==> src/rtl/calc2_port_driver_if.sv <==
// Host-side and calc2-side signal bundle for calc2_port_driver.
// master = the driver itself, slave = the host plus calc2 port it talks to.
interface calc2_port_driver_if;
  logic        host_valid;
  logic        host_ready;
  logic [0:3]  host_cmd;
  logic [0:31] host_op1;
  logic [0:31] host_op2;

  logic [0:3]  req_cmd_out;
  logic [0:31] req_data_out;
  logic [0:1]  req_tag_out;

  logic [0:1]  out_resp_in;
  logic [0:31] out_data_in;
  logic [0:1]  out_tag_in;

  logic        rsp_valid;
  logic [0:1]  rsp_resp;
  logic [0:31] rsp_data;
  logic [0:1]  rsp_tag;

  logic        busy;
  logic        proto_err;
  logic        timeout_err;

  modport master (
    input  host_valid, host_cmd, host_op1, host_op2,
    input  out_resp_in, out_data_in, out_tag_in,
    output host_ready,
    output req_cmd_out, req_data_out, req_tag_out,
    output rsp_valid, rsp_resp, rsp_data, rsp_tag,
    output busy, proto_err, timeout_err
  );

  modport slave (
    output host_valid, host_cmd, host_op1, host_op2,
    output out_resp_in, out_data_in, out_tag_in,
    input  host_ready,
    input  req_cmd_out, req_data_out, req_tag_out,
    input  rsp_valid, rsp_resp, rsp_data, rsp_tag,
    input  busy, proto_err, timeout_err
  );
endinterface

==> src/rtl/calc2_port_driver.sv <==
// Per-port calc2 request driver: host FIFO, 2-bit tag allocation, CMD/DATA2 serialiser, response matcher.
// Optional per-tag response watchdog enabled by defining CALC2_DRV_TIMEOUT_EN.
module calc2_port_driver #(
  parameter int FIFO_DEPTH     = 4,
  parameter int TIMEOUT_CYCLES = 255
) (
  input  logic                 c_clk,
  input  logic                 reset,
  calc2_port_driver_if.master  bus
);

  localparam int AW = $clog2(FIFO_DEPTH);
  localparam int CW = AW + 1;

  localparam logic [1:0] ST_IDLE  = 2'd0;
  localparam logic [1:0] ST_CMD   = 2'd1;
  localparam logic [1:0] ST_DATA2 = 2'd2;

  logic [0:3]    fifo_cmd [FIFO_DEPTH];
  logic [0:31]   fifo_op1 [FIFO_DEPTH];
  logic [0:31]   fifo_op2 [FIFO_DEPTH];
  logic [AW-1:0] wr_ptr;
  logic [AW-1:0] rd_ptr;
  logic [CW-1:0] count;

  logic [1:0]    state;
  logic [1:0]    state_nxt;

  logic [3:0]    tag_busy;
  logic [3:0]    tag_set;
  logic [3:0]    tag_clr;
  logic [3:0]    rsp_clr;
  logic [3:0]    tmo_clr;
  logic [1:0]    alloc_tag;
  logic          tag_free;

  logic          push;
  logic          pop;
  logic          resp_hit;

  logic          vld_p1;
  logic [0:1]    resp_p1;
  logic [0:31]   data_p1;
  logic [0:1]    tag_p1;
  logic          proto_err_q;

  function automatic logic [1:0] lowest_free(input logic [3:0] v);
    if (!v[0])      lowest_free = 2'd0;
    else if (!v[1]) lowest_free = 2'd1;
    else if (!v[2]) lowest_free = 2'd2;
    else            lowest_free = 2'd3;
  endfunction

  // Ready is derived from the registered count only, so a DATA2 pop never frees a slot in the same cycle.
  assign bus.host_ready = (count != CW'(FIFO_DEPTH));
  assign push           = bus.host_valid && bus.host_ready && (bus.host_cmd != 4'h0);
  assign pop            = (state == ST_DATA2);

  assign alloc_tag = lowest_free(tag_busy);
  assign tag_free  = ~&tag_busy;
  assign resp_hit  = (bus.out_resp_in != 2'b00);

  always_ff @(posedge c_clk) begin
    if (push) begin
      fifo_cmd[wr_ptr] <= bus.host_cmd;
      fifo_op1[wr_ptr] <= bus.host_op1;
      fifo_op2[wr_ptr] <= bus.host_op2;
    end
  end

  always_ff @(posedge c_clk or negedge reset) begin
    if (!reset) begin
      wr_ptr <= '0;
      rd_ptr <= '0;
      count  <= '0;
    end else begin
      if (push) wr_ptr <= wr_ptr + 1'b1;
      if (pop)  rd_ptr <= rd_ptr + 1'b1;
      case ({push, pop})
        2'b10:   count <= count + 1'b1;
        2'b01:   count <= count - 1'b1;
        default: count <= count;
      endcase
    end
  end

  // An operation pushed this cycle counts as available, giving CMD on the very next cycle.
  always_comb begin
    state_nxt = ST_IDLE;
    case (state)
      ST_IDLE:  if (((count != '0) || push) && tag_free) state_nxt = ST_CMD;
      ST_CMD:   state_nxt = ST_DATA2;
      ST_DATA2: if (((count > CW'(1)) || push) && tag_free) state_nxt = ST_CMD;
      default:  state_nxt = ST_IDLE;
    endcase
  end

  always_ff @(posedge c_clk or negedge reset) begin
    if (!reset) state <= ST_IDLE;
    else        state <= state_nxt;
  end

  always_comb begin
    bus.req_cmd_out  = '0;
    bus.req_data_out = '0;
    bus.req_tag_out  = '0;
    case (state)
      ST_CMD: begin
        bus.req_cmd_out  = fifo_cmd[rd_ptr];
        bus.req_data_out = fifo_op1[rd_ptr];
        bus.req_tag_out  = alloc_tag;
      end
      ST_DATA2: bus.req_data_out = fifo_op2[rd_ptr];
      default: ;
    endcase
  end

  always_comb begin
    rsp_clr = '0;
    if (resp_hit) rsp_clr[bus.out_tag_in] = 1'b1;
  end

  assign tag_set = (state == ST_CMD) ? (4'b0001 << alloc_tag) : 4'b0000;
  assign tag_clr = rsp_clr | tmo_clr;

  // Clear before set: a tag freed this cycle is only visible to the allocator next cycle.
  always_ff @(posedge c_clk or negedge reset) begin
    if (!reset) tag_busy <= '0;
    else        tag_busy <= (tag_busy & ~tag_clr) | tag_set;
  end

`ifdef CALC2_DRV_TIMEOUT_EN
  localparam logic [8:0] TMO_LIM = 9'(TIMEOUT_CYCLES);

  logic [7:0] tmo_cnt [4];
  logic [3:0] tmo_exp;
  logic       tmo_pulse;

  // A response for the same tag in the expiry cycle wins over the watchdog.
  always_comb begin
    tmo_exp = '0;
    for (int i = 0; i < 4; i++) begin
      tmo_exp[i] = tag_busy[i] && (({1'b0, tmo_cnt[i]} + 9'd1) >= TMO_LIM) && !rsp_clr[i];
    end
  end

  always_ff @(posedge c_clk or negedge reset) begin
    if (!reset) begin
      for (int i = 0; i < 4; i++) tmo_cnt[i] <= '0;
      tmo_pulse <= 1'b0;
    end else begin
      for (int i = 0; i < 4; i++) begin
        if (tag_set[i])                    tmo_cnt[i] <= 8'd1;
        else if (tag_busy[i] && !tag_clr[i]) tmo_cnt[i] <= tmo_cnt[i] + 8'd1;
      end
      tmo_pulse <= |tmo_exp;
    end
  end

  assign tmo_clr         = tmo_exp;
  assign bus.timeout_err = tmo_pulse;
`else
  logic [7:0] tmo_unused;

  assign tmo_unused      = 8'(TIMEOUT_CYCLES);
  assign tmo_clr         = '0;
  assign bus.timeout_err = 1'b0;
`endif

  // Response stage: calc2 response registered one cycle before reaching the host.
  always_ff @(posedge c_clk or negedge reset) begin
    if (!reset) begin
      vld_p1      <= 1'b0;
      resp_p1     <= '0;
      data_p1     <= '0;
      tag_p1      <= '0;
      proto_err_q <= 1'b0;
    end else begin
      vld_p1 <= resp_hit;
      if (resp_hit) begin
        resp_p1 <= bus.out_resp_in;
        data_p1 <= bus.out_data_in;
        tag_p1  <= bus.out_tag_in;
        if (!tag_busy[bus.out_tag_in]) proto_err_q <= 1'b1;
      end
    end
  end

  assign bus.rsp_valid = vld_p1;
  assign bus.rsp_resp  = resp_p1;
  assign bus.rsp_data  = data_p1;
  assign bus.rsp_tag   = tag_p1;
  assign bus.busy      = |tag_busy;
  assign bus.proto_err = proto_err_q;

endmodule
==> src/flat_wrapper.sv <==
// flat-port wrapper written by rule: the top's interface ports become plain ports
module calc2_port_driver_flat 
#(
  parameter int FIFO_DEPTH     = 4,
  parameter int TIMEOUT_CYCLES = 255
)
  (c_clk, reset, bus_host_valid, bus_host_cmd, bus_host_op1, bus_host_op2, bus_out_resp_in, bus_out_data_in, bus_out_tag_in, bus_host_ready, bus_req_cmd_out, bus_req_data_out, bus_req_tag_out, bus_rsp_valid, bus_rsp_resp, bus_rsp_data, bus_rsp_tag, bus_busy, bus_proto_err, bus_timeout_err);
  calc2_port_driver_if bus_i ();
  input  logic c_clk;
  input  logic reset;
  input wire logic [$bits(bus_i.host_valid)-1:0] bus_host_valid;
  input wire logic [$bits(bus_i.host_cmd)-1:0] bus_host_cmd;
  input wire logic [$bits(bus_i.host_op1)-1:0] bus_host_op1;
  input wire logic [$bits(bus_i.host_op2)-1:0] bus_host_op2;
  input wire logic [$bits(bus_i.out_resp_in)-1:0] bus_out_resp_in;
  input wire logic [$bits(bus_i.out_data_in)-1:0] bus_out_data_in;
  input wire logic [$bits(bus_i.out_tag_in)-1:0] bus_out_tag_in;
  output wire logic [$bits(bus_i.host_ready)-1:0] bus_host_ready;
  output wire logic [$bits(bus_i.req_cmd_out)-1:0] bus_req_cmd_out;
  output wire logic [$bits(bus_i.req_data_out)-1:0] bus_req_data_out;
  output wire logic [$bits(bus_i.req_tag_out)-1:0] bus_req_tag_out;
  output wire logic [$bits(bus_i.rsp_valid)-1:0] bus_rsp_valid;
  output wire logic [$bits(bus_i.rsp_resp)-1:0] bus_rsp_resp;
  output wire logic [$bits(bus_i.rsp_data)-1:0] bus_rsp_data;
  output wire logic [$bits(bus_i.rsp_tag)-1:0] bus_rsp_tag;
  output wire logic [$bits(bus_i.busy)-1:0] bus_busy;
  output wire logic [$bits(bus_i.proto_err)-1:0] bus_proto_err;
  output wire logic [$bits(bus_i.timeout_err)-1:0] bus_timeout_err;
  assign bus_i.host_valid = bus_host_valid;
  assign bus_i.host_cmd = bus_host_cmd;
  assign bus_i.host_op1 = bus_host_op1;
  assign bus_i.host_op2 = bus_host_op2;
  assign bus_i.out_resp_in = bus_out_resp_in;
  assign bus_i.out_data_in = bus_out_data_in;
  assign bus_i.out_tag_in = bus_out_tag_in;
  assign bus_host_ready = bus_i.host_ready;
  assign bus_req_cmd_out = bus_i.req_cmd_out;
  assign bus_req_data_out = bus_i.req_data_out;
  assign bus_req_tag_out = bus_i.req_tag_out;
  assign bus_rsp_valid = bus_i.rsp_valid;
  assign bus_rsp_resp = bus_i.rsp_resp;
  assign bus_rsp_data = bus_i.rsp_data;
  assign bus_rsp_tag = bus_i.rsp_tag;
  assign bus_busy = bus_i.busy;
  assign bus_proto_err = bus_i.proto_err;
  assign bus_timeout_err = bus_i.timeout_err;
  calc2_port_driver #(.FIFO_DEPTH(FIFO_DEPTH), .TIMEOUT_CYCLES(TIMEOUT_CYCLES)) u_core (.c_clk(c_clk), .reset(reset), .bus(bus_i));
endmodule
==> config.mk <==
export PLATFORM = sky130hd
export DESIGN_NAME = calc2_port_driver_flat
export DESIGN_NICKNAME = d
export VERILOG_FILES = /design/src/rtl/calc2_port_driver_if.sv /design/src/rtl/calc2_port_driver.sv /design/src/flat_wrapper.sv
export SDC_FILE = /design/constraint.sdc
export NUM_CORES = 1
export LEC_CHECK = 0
export ABC_AREA = 1
export CORE_ASPECT_RATIO = 0.8
export CORE_MARGIN = 10
export CORE_UTILIZATION = 40
export CTS_CLUSTER_SIZE = 25
export DETAILED_ROUTE_END_ITERATION = 10
export DONT_BUFFER_PORTS = 1
export PLACE_DENSITY = 0.58
export SLEW_MARGIN = 25
export SYNTH_ARGS = -nofsm -noshare
export SYNTH_HDL_FRONTEND = slang
export SYNTH_SLANG_ARGS = --single-unit
==> constraint.sdc <==
create_clock -name c_clk -period 11.45 [get_ports c_clk]
set_input_delay 2.29 -clock c_clk [delete_from_list [all_inputs] [get_ports c_clk]]
set_output_delay 2.29 -clock c_clk [all_outputs]
set_load 0.1 [all_outputs]
==> run_summary.xml, run 1 <==
<?xml version="1.0" encoding="UTF-8"?>
<metrics>
  <group name="run_status">
    <metric name="run_status" unit="">finished clean</metric>
  </group>
  <group name="hold_path">
    <metric name="hold_class" unit="">register to register</metric>
    <metric name="whs_path_depth" unit="">2</metric>
    <metric name="hold_worst_path_end" unit="">u_core.count[1]</metric>
    <metric name="holdCritStartpoint" unit="">u_core.count[1]</metric>
  </group>
  <group name="floorplan">
    <metric name="placementRows" unit="">61</metric>
    <metric name="core" unit="um^2">34600</metric>
    <metric name="horizontal_extent_of_the_die" unit="um">229</metric>
    <metric name="io_pins" unit="">186</metric>
    <metric name="die_height" unit="um">187</metric>
    <metric name="floorplan.die_area" unit="um^2">42800</metric>
    <metric name="initial_utilization" unit="%">40.4</metric>
  </group>
  <group name="power_and_ir_drop">
    <metric name="max-vdd-ir-drop" unit="uV">153</metric>
    <metric name="power.sequential.fraction" unit="%">36.4</metric>
    <metric name="final_total_power" unit="mW">4.63</metric>
    <metric name="netSwitchingFraction" unit="%">44.4</metric>
    <metric name="fraction_of_power_consumed_by_the_clock_network" unit="%">23.5</metric>
    <metric name="switchingPower" unit="mW">2.06</metric>
    <metric name="power-per-cell-area" unit="nW/um^2">289</metric>
    <metric name="cellInternalPower" unit="mW">2.57</metric>
    <metric name="power_frac_comb" unit="%">40.1</metric>
    <metric name="power.leakage" unit="nW">7.14</metric>
  </group>
  <group name="sta">
    <metric name="relSlewSlack" unit="%">26.8</metric>
    <metric name="fmaxAchievable" unit="GHz">0.173</metric>
    <metric name="number_of_slew_limit_violations_in_the_final_report" unit="">0</metric>
    <metric name="fin_worst_skew" unit="ns">0.0242</metric>
    <metric name="timing.final.hold_violations" unit="">0</metric>
    <metric name="final.min_clock_period" unit="ns">5.79</metric>
    <metric name="final_min_period_over_clock_period" unit="%">50.5</metric>
    <metric name="report.final.setup_viol" unit="">0</metric>
    <metric name="fin_setup_tns" unit="ns">0</metric>
    <metric name="unrepaired_setup_endpoints_after_global_routing" unit="">no</metric>
    <metric name="worst_slew_pin_slew" unit="ns">1.10</metric>
  </group>
  <group name="worst_setup_path">
    <metric name="reg2reg_slack" unit="ns">7.41</metric>
    <metric name="cp_data_required_time" unit="ns">9.16</metric>
    <metric name="critical_path.cell_chain" unit="">inv_4 &gt; buf_4 &gt; nand2_1 &gt; nand3_1 &gt; nand2_1 &gt; nand2_1 &gt; a21oi_2 &gt; buf_4</metric>
    <metric name="cp-start-kind" unit="">register</metric>
    <metric name="critical_path_peak_fanout" unit="">89</metric>
    <metric name="crit_slowest_cell" unit="">inv_4</metric>
    <metric name="cpMostUsedCell" unit="">nand2_1</metric>
    <metric name="worst_path_largest_cell_delay" unit="ns">0.72</metric>
    <metric name="setup.worst_path.end_class" unit="">primary output</metric>
    <metric name="crit-reg2reg-launch" unit="">u_core.count[0]</metric>
    <metric name="worst_ep_arrival_time" unit="ns">3.50</metric>
    <metric name="worstRegToRegCells" unit="">6</metric>
    <metric name="worstSetupPathType" unit="">register to primary output</metric>
    <metric name="r2r-end" unit="">u_core.fifo_op1[0][4]</metric>
  </group>
  <group name="drt">
    <metric name="avgViaCountPerCell" unit="">4.62</metric>
    <metric name="first_pass_iters" unit="">5</metric>
    <metric name="routed-via-count" unit="">8937</metric>
    <metric name="routed_wirelength" unit="um">33800</metric>
    <metric name="drt-initial-drc-count" unit="">608</metric>
    <metric name="drc" unit="">0</metric>
    <metric name="wl_per_cell" unit="um">17.5</metric>
    <metric name="routed_antenna_nets" unit="">0</metric>
  </group>
  <group name="finish">
    <metric name="finalInstanceArea" unit="um^2">16000</metric>
    <metric name="final.fill_count" unit="">3121</metric>
    <metric name="post_route_cells_drive_above_1_share" unit="%">10.0</metric>
    <metric name="n_antenna_cell" unit="">0</metric>
    <metric name="finalNonFillerCells" unit="">1935</metric>
    <metric name="layout.cells.most_common_list" unit="">497 x nand2_1, 279 x inv_1, 272 x edfxtp_1, 130 x nand3_1, 49 x dfrtp_1</metric>
    <metric name="most_common_cell_after_layout_fill_and_taps_aside" unit="">nand2_1</metric>
    <metric name="fin_nets" unit="">1556</metric>
    <metric name="synthToLayoutAreaGrowth" unit="%">14.6</metric>
  </group>
  <group name="yosys">
    <metric name="synth_nets" unit="">1530</metric>
    <metric name="syn-cell-area" unit="um^2">14000</metric>
    <metric name="count_of_mapped_cells_out_of_synthesis" unit="">1410</metric>
    <metric name="postSynthRegisterBits" unit="">323</metric>
    <metric name="yosysSeqAreaShare" unit="%">67.6</metric>
    <metric name="synth.avg_cell_area" unit="um^2">9.91</metric>
    <metric name="synthesis.yosys.warnings" unit="">0</metric>
    <metric name="post_synth_num_cell_types" unit="">24</metric>
  </group>
  <group name="placed_design">
    <metric name="port-buffer-count" unit="">0</metric>
    <metric name="dp_hpwl" unit="um">21300</metric>
    <metric name="routability_driven_placement_congestion_ratio" unit="">0.810</metric>
    <metric name="dpl-instance-area" unit="um^2">14900</metric>
    <metric name="place.detailed.instances" unit="">1869</metric>
  </group>
  <group name="grt">
    <metric name="globalRouteTotalUtil" unit="%">15.5</metric>
    <metric name="grt_pass1_vias" unit="">8693</metric>
    <metric name="grt_antenna_before_repair" unit="">0</metric>
    <metric name="grt_overflow" unit="">0</metric>
    <metric name="grt_pass1_wl" unit="um">52400</metric>
    <metric name="grt_start_max_net_pins" unit="">90</metric>
  </group>
  <group name="clocking">
    <metric name="postCtsHoldBufs" unit="">0</metric>
    <metric name="clk_transition_reported_paths" unit="ns">0.06</metric>
    <metric name="post_cts_resized" unit="">0</metric>
    <metric name="post_cts_buffers" unit="">0</metric>
    <metric name="clock_sink_count" unit="">323</metric>
    <metric name="tritoncts" unit="">built</metric>
    <metric name="root_driver" unit="">clkbuf_16</metric>
    <metric name="clock_tree.htree_level_count" unit="">2</metric>
    <metric name="cts-buffers-inserted" unit="">36</metric>
    <metric name="cts_buffer_depth" unit="">3</metric>
    <metric name="clock_latency" unit="ns">0.52</metric>
  </group>
  <group name="run">
    <metric name="drv.max_cap_violation_count" unit="">0</metric>
  </group>
</metrics>
worst max path at each step:
stage                     start  depth (start not counted)               endpoint  slack, ns
6_report       u_core.rd_ptr[0]                          8   bus_req_data_out[12]       5.66
5_1_grt        u_core.rd_ptr[0]                          8    bus_req_data_out[3]       5.43
4_1_cts        u_core.rd_ptr[0]                          8    bus_req_data_out[6]       5.70
3_5_place_dp   u_core.rd_ptr[0]                          8    bus_req_data_out[6]       6.26
3_3_place_gp   u_core.rd_ptr[0]                          8    bus_req_data_out[6]       6.27
2_1_floorplan   bus_host_cmd[3]                          4  u_core.fifo_cmd[0][0]       5.43
critical path: cells and delay by family (launching register included):
family	cells	cell delay, ns
buf+inv	3	1.58
flops	1	0.70
simple gates	4	0.40
compound gates	1	0.10
power by group through the flow:
stage | clock network, mW | registers, mW | logic, mW
2_1_floorplan | 0 | 1.68 | 1.36
3_5_place_dp | 0 | 1.71 | 1.86
5_1_grt | 1.16 | 1.70 | 2.02
3_3_place_gp | 0 | 1.70 | 1.84
6_report | 1.09 | 1.68 | 1.85
4_1_cts | 1.12 | 1.68 | 1.87
per-layer routing:
metal / share of wire [%] / GRT usage, % / vias up
met4: 2.8 / 5.09 / 0
met1: 45 / 20.2 / 4241
met5: 0 / 0 / -
met2: 46 / 24.6 / 174
li1: - / - / 4469
met3: 6.6 / 4.40 / 53
cell type report:
cell class	count	area, um^2	share of cell area (%)
clock buffers	50	1010	6.34
clock inverters	15	100	0.625
inverters	283	1060	6.65
multi-input cells	742	3370	21.1
flip-flops and latches	323	9450	59.0
well taps	472	591	3.69
repair buffers	50	415	2.59
logic make-up after synthesis:
group	share of synthesized area, %
buffers and inverters	9.57
and+or+nand+nor	18.9
AOI/OAI and AO/OA	2.34
other	0.0268
adders and majority gates	1.16
DFF	67.6
xor gates and xnor gates	0.376
stage by stage:
step	hold WS [ns]	util (%)	setup WS [ns]
after floorplan	0.475	-	5.43
after global placement	0.495	42.9	6.27
after detailed placement	0.514	43.0	6.26
after CTS	0.530	46.2	5.70
after global routing	0.560	46.3	5.43
final	0.519	46.3	5.66
cells in the mapped netlist:
cell,count,area share (%)
inv_2,3,0.081
a31oi_1,1,0.045
o21ai_0,14,0.50
xor2_1,4,0.25
buf_2,27,0.97
a211oi_1,1,0.054
a41oi_1,1,0.063
inv_1,280,7.5
a22oi_1,1,0.054
a21oi_1,42,1.5
ha_1,13,1.2
buf_4,2,0.11
nand3_1,130,4.7
a32oi_1,1,0.063
edfxtp_1,272,58
clkbuf_1,30,0.81
nor2_1,32,0.86
nor2_2,1,0.045
buf_1,3,0.081
dfrtp_1,51,9.1
o21bai_1,1,0.054
nand2_1,497,13
conb_1,1,0.027
xnor2_1,2,0.13
registers in the layout, indices dropped and copies added (netlist names):
name                  flops
u_core.fifo_op1         128
u_core.fifo_op2         128
u_core.bus.rsp_data      32
u_core.fifo_cmd          16
u_core.tag_busy           4
u_core.count              3
u_core.bus.rsp_resp       2
u_core.bus.rsp_tag        2
u_core.rd_ptr             2
u_core.state              2
u_core.wr_ptr             2
u_core.bus.proto_err      1
u_core.bus.rsp_valid      1
(Power assumes the default switching activity.)
==> run 2, diff against run 1 <==
Settings changed: PLACE_DENSITY 0.58 to 0.6.
Clock period 11.45 ns to 4.7 ns, I/O delays scaled along.
==> run 2 against run 1 <==
Net effect: via count decreased by 0.29%; critical path depth decreased by 1; sequential power increased by 140%; count of clock-buffer cells in the layout decreased by 2; highest routed layer unchanged; total power increased by 140%; largest power group unchanged; non-clock buffer count increased by 3; global-route usage about the same; flip-flop and latch count unchanged; combinational power increased by 140%; cell area about the same.
==> run_summary.xml, run 2 (synthesis gave the netlist of run 1 again) <==
<?xml version="1.0" encoding="UTF-8"?>
<metrics>
  <group name="clocking">
    <metric name="clock_tree.htree_level_count" unit="">2</metric>
    <metric name="root_driver" unit="">clkbuf_16</metric>
    <metric name="post_cts_resized" unit="">0</metric>
    <metric name="tritoncts" unit="">built</metric>
    <metric name="postCtsHoldBufs" unit="">0</metric>
    <metric name="cts_buffer_depth" unit="">3</metric>
    <metric name="clock_sink_count" unit="">323</metric>
    <metric name="clk_transition_reported_paths" unit="ns">0.06</metric>
    <metric name="post_cts_buffers" unit="">0</metric>
    <metric name="cts-buffers-inserted" unit="">36</metric>
    <metric name="clock_latency" unit="ns">0.52</metric>
  </group>
  <group name="floorplan">
    <metric name="horizontal_extent_of_the_die" unit="um">229</metric>
    <metric name="placementRows" unit="">61</metric>
    <metric name="core" unit="um^2">34600</metric>
    <metric name="initial_utilization" unit="%">40.4</metric>
    <metric name="die_height" unit="um">187</metric>
    <metric name="io_pins" unit="">186</metric>
    <metric name="floorplan.die_area" unit="um^2">42800</metric>
  </group>
  <group name="sta">
    <metric name="final_min_period_over_clock_period" unit="%">85.3</metric>
    <metric name="timing.final.hold_violations" unit="">0</metric>
    <metric name="worst_slew_pin_slew" unit="ns">0.940</metric>
    <metric name="report.final.setup_viol" unit="">0</metric>
    <metric name="unrepaired_setup_endpoints_after_global_routing" unit="">no</metric>
    <metric name="relSlewSlack" unit="%">37.3</metric>
    <metric name="holdWs" unit="ns">0.113</metric>
    <metric name="fin_worst_skew" unit="ns">0.0131</metric>
    <metric name="fmaxAchievable" unit="GHz">0.249</metric>
    <metric name="number_of_slew_limit_violations_in_the_final_report" unit="">0</metric>
    <metric name="final.min_clock_period" unit="ns">4.01</metric>
  </group>
  <group name="finish">
    <metric name="layout.cells.most_common_list" unit="">497 x nand2_1, 279 x inv_1, 272 x edfxtp_1, 130 x nand3_1</metric>
    <metric name="utilization" unit="%">46.3</metric>
    <metric name="post_route_cells_drive_above_1_share" unit="%">9.90</metric>
    <metric name="most_common_cell_after_layout_fill_and_taps_aside" unit="">nand2_1</metric>
    <metric name="synthToLayoutAreaGrowth" unit="%">14.7</metric>
    <metric name="n_antenna_cell" unit="">0</metric>
    <metric name="finalNonFillerCells" unit="">1936</metric>
    <metric name="fin_nets" unit="">1559</metric>
  </group>
  <group name="grt">
    <metric name="grt_overflow" unit="">0</metric>
    <metric name="grt_antenna_before_repair" unit="">1</metric>
    <metric name="grt_pass1_vias" unit="">8713</metric>
    <metric name="globalRouteTotalUtil" unit="%">15.5</metric>
    <metric name="grt_start_max_net_pins" unit="">85</metric>
    <metric name="grt_pass1_wl" unit="um">52600</metric>
  </group>
  <group name="power_and_ir_drop">
    <metric name="max-vdd-ir-drop" unit="uV">433</metric>
    <metric name="power-per-cell-area" unit="nW/um^2">703</metric>
    <metric name="power.leakage" unit="nW">7.14</metric>
  </group>
  <group name="placed_design">
    <metric name="dp_hpwl" unit="um">21300</metric>
    <metric name="routability_driven_placement_congestion_ratio" unit="">0.809</metric>
    <metric name="port-buffer-count" unit="">0</metric>
    <metric name="place.detailed.instances" unit="">1873</metric>
  </group>
  <group name="drt">
    <metric name="routed_wirelength" unit="um">33800</metric>
    <metric name="routed_antenna_nets" unit="">0</metric>
    <metric name="routed-via-count" unit="">8911</metric>
    <metric name="drt-initial-drc-count" unit="">622</metric>
    <metric name="wl_per_cell" unit="um">17.5</metric>
    <metric name="avgViaCountPerCell" unit="">4.60</metric>
    <metric name="drc" unit="">0</metric>
    <metric name="first_pass_iters" unit="">5</metric>
  </group>
  <group name="worst_setup_path">
    <metric name="crit-reg2reg-launch" unit="">u_core.count[0]</metric>
    <metric name="worstSetupPathType" unit="">register to primary output</metric>
    <metric name="reg2reg_slack" unit="ns">1.57</metric>
    <metric name="r2r-end" unit="">u_core.fifo_op2[0][30]</metric>
    <metric name="worstRegToRegCells" unit="">7</metric>
    <metric name="cp-start-kind" unit="">register</metric>
    <metric name="critical_path_peak_fanout" unit="">84</metric>
    <metric name="setup.worst_path.end_class" unit="">primary output</metric>
    <metric name="worst_ep_arrival_time" unit="ns">3.07</metric>
    <metric name="cp_data_required_time" unit="ns">3.76</metric>
  </group>
  <group name="hold_path">
    <metric name="hold_class" unit="">primary input to async pin</metric>
  </group>
  <group name="run">
    <metric name="drv.max_cap_violation_count" unit="">0</metric>
  </group>
  <group name="run_status">
    <metric name="run_status" unit="">finished clean</metric>
  </group>
</metrics>
## run 2: cell type report
| type | count | area [um^2] |
|---|---|---|
| Clock buffer | 48 | 977 |
| Clock inverter | 15 | 125 |
| Fill cell | 3125 | 18600 |
| Inverter | 283 | 1060 |
| Multi-Input combinational cell | 742 | 3370 |
| Sequential cell | 323 | 9450 |
| Tap cell | 472 | 591 |
| Timing Repair Buffer | 53 | 448 |
## run 2: worst max path at each step
stage	startpoint	end	slack, ns	depth (start not counted)
2_1_floorplan	u_core.count[0]	u_core.fifo_cmd[0][0]	-0.48	5
3_3_place_gp	u_core.rd_ptr[0]	bus_req_data_out[14]	1.21	7
3_5_place_dp	u_core.rd_ptr[0]	bus_req_data_out[12]	1.20	7
4_1_cts	u_core.rd_ptr[0]	bus_req_data_out[12]	0.64	7
5_1_grt	u_core.rd_ptr[0]	bus_req_data_out[12]	0.47	7
6_report	u_core.rd_ptr[0]	bus_req_data_out[14]	0.69	7
## run 2: metrics by stage
stage	setup WS (ns)	cell area, um^2	total power, mW	TNS [ns]
global route	0.475	16000	11.9	0
global placement	1.21	14900	8.67	0
finish	0.691	16000	11.3	0
floorplan	-0.480	14000	7.40	-130.66
detailed placement	1.20	14900	8.70	0
CTS	0.641	16000	11.4	0
## run 2: power by group
| part | internal [mW] | leakage (nW) | switching [mW] | total (mW) |
|---|---|---|---|---|
| sequential | 3.68 | 3.09 | 0.426 | 4.11 |
| combinational | 1.03 | 3.52 | 3.49 | 4.52 |
| clock | 1.53 | 0.534 | 1.10 | 2.63 |
## run 2: worst max-delay path: stages (launching register included)
cell	delay (ns)
dfrtp_4	0.83
buf_4	0.83
nand2_1	0.12
nand3_1	0.11
nand2_1	0.09
nand2_1	0.16
a21oi_2	0.09
buf_4	0.28
## run 2: layer usage
metal,vias up,share of wire [%],global-route usage (%)
met2,193,46,24.6
met4,0,2.0,4.12
met3,40,6.9,4.08
met1,4217,45,20.6
li1,4461,-,-
met5,-,0,0
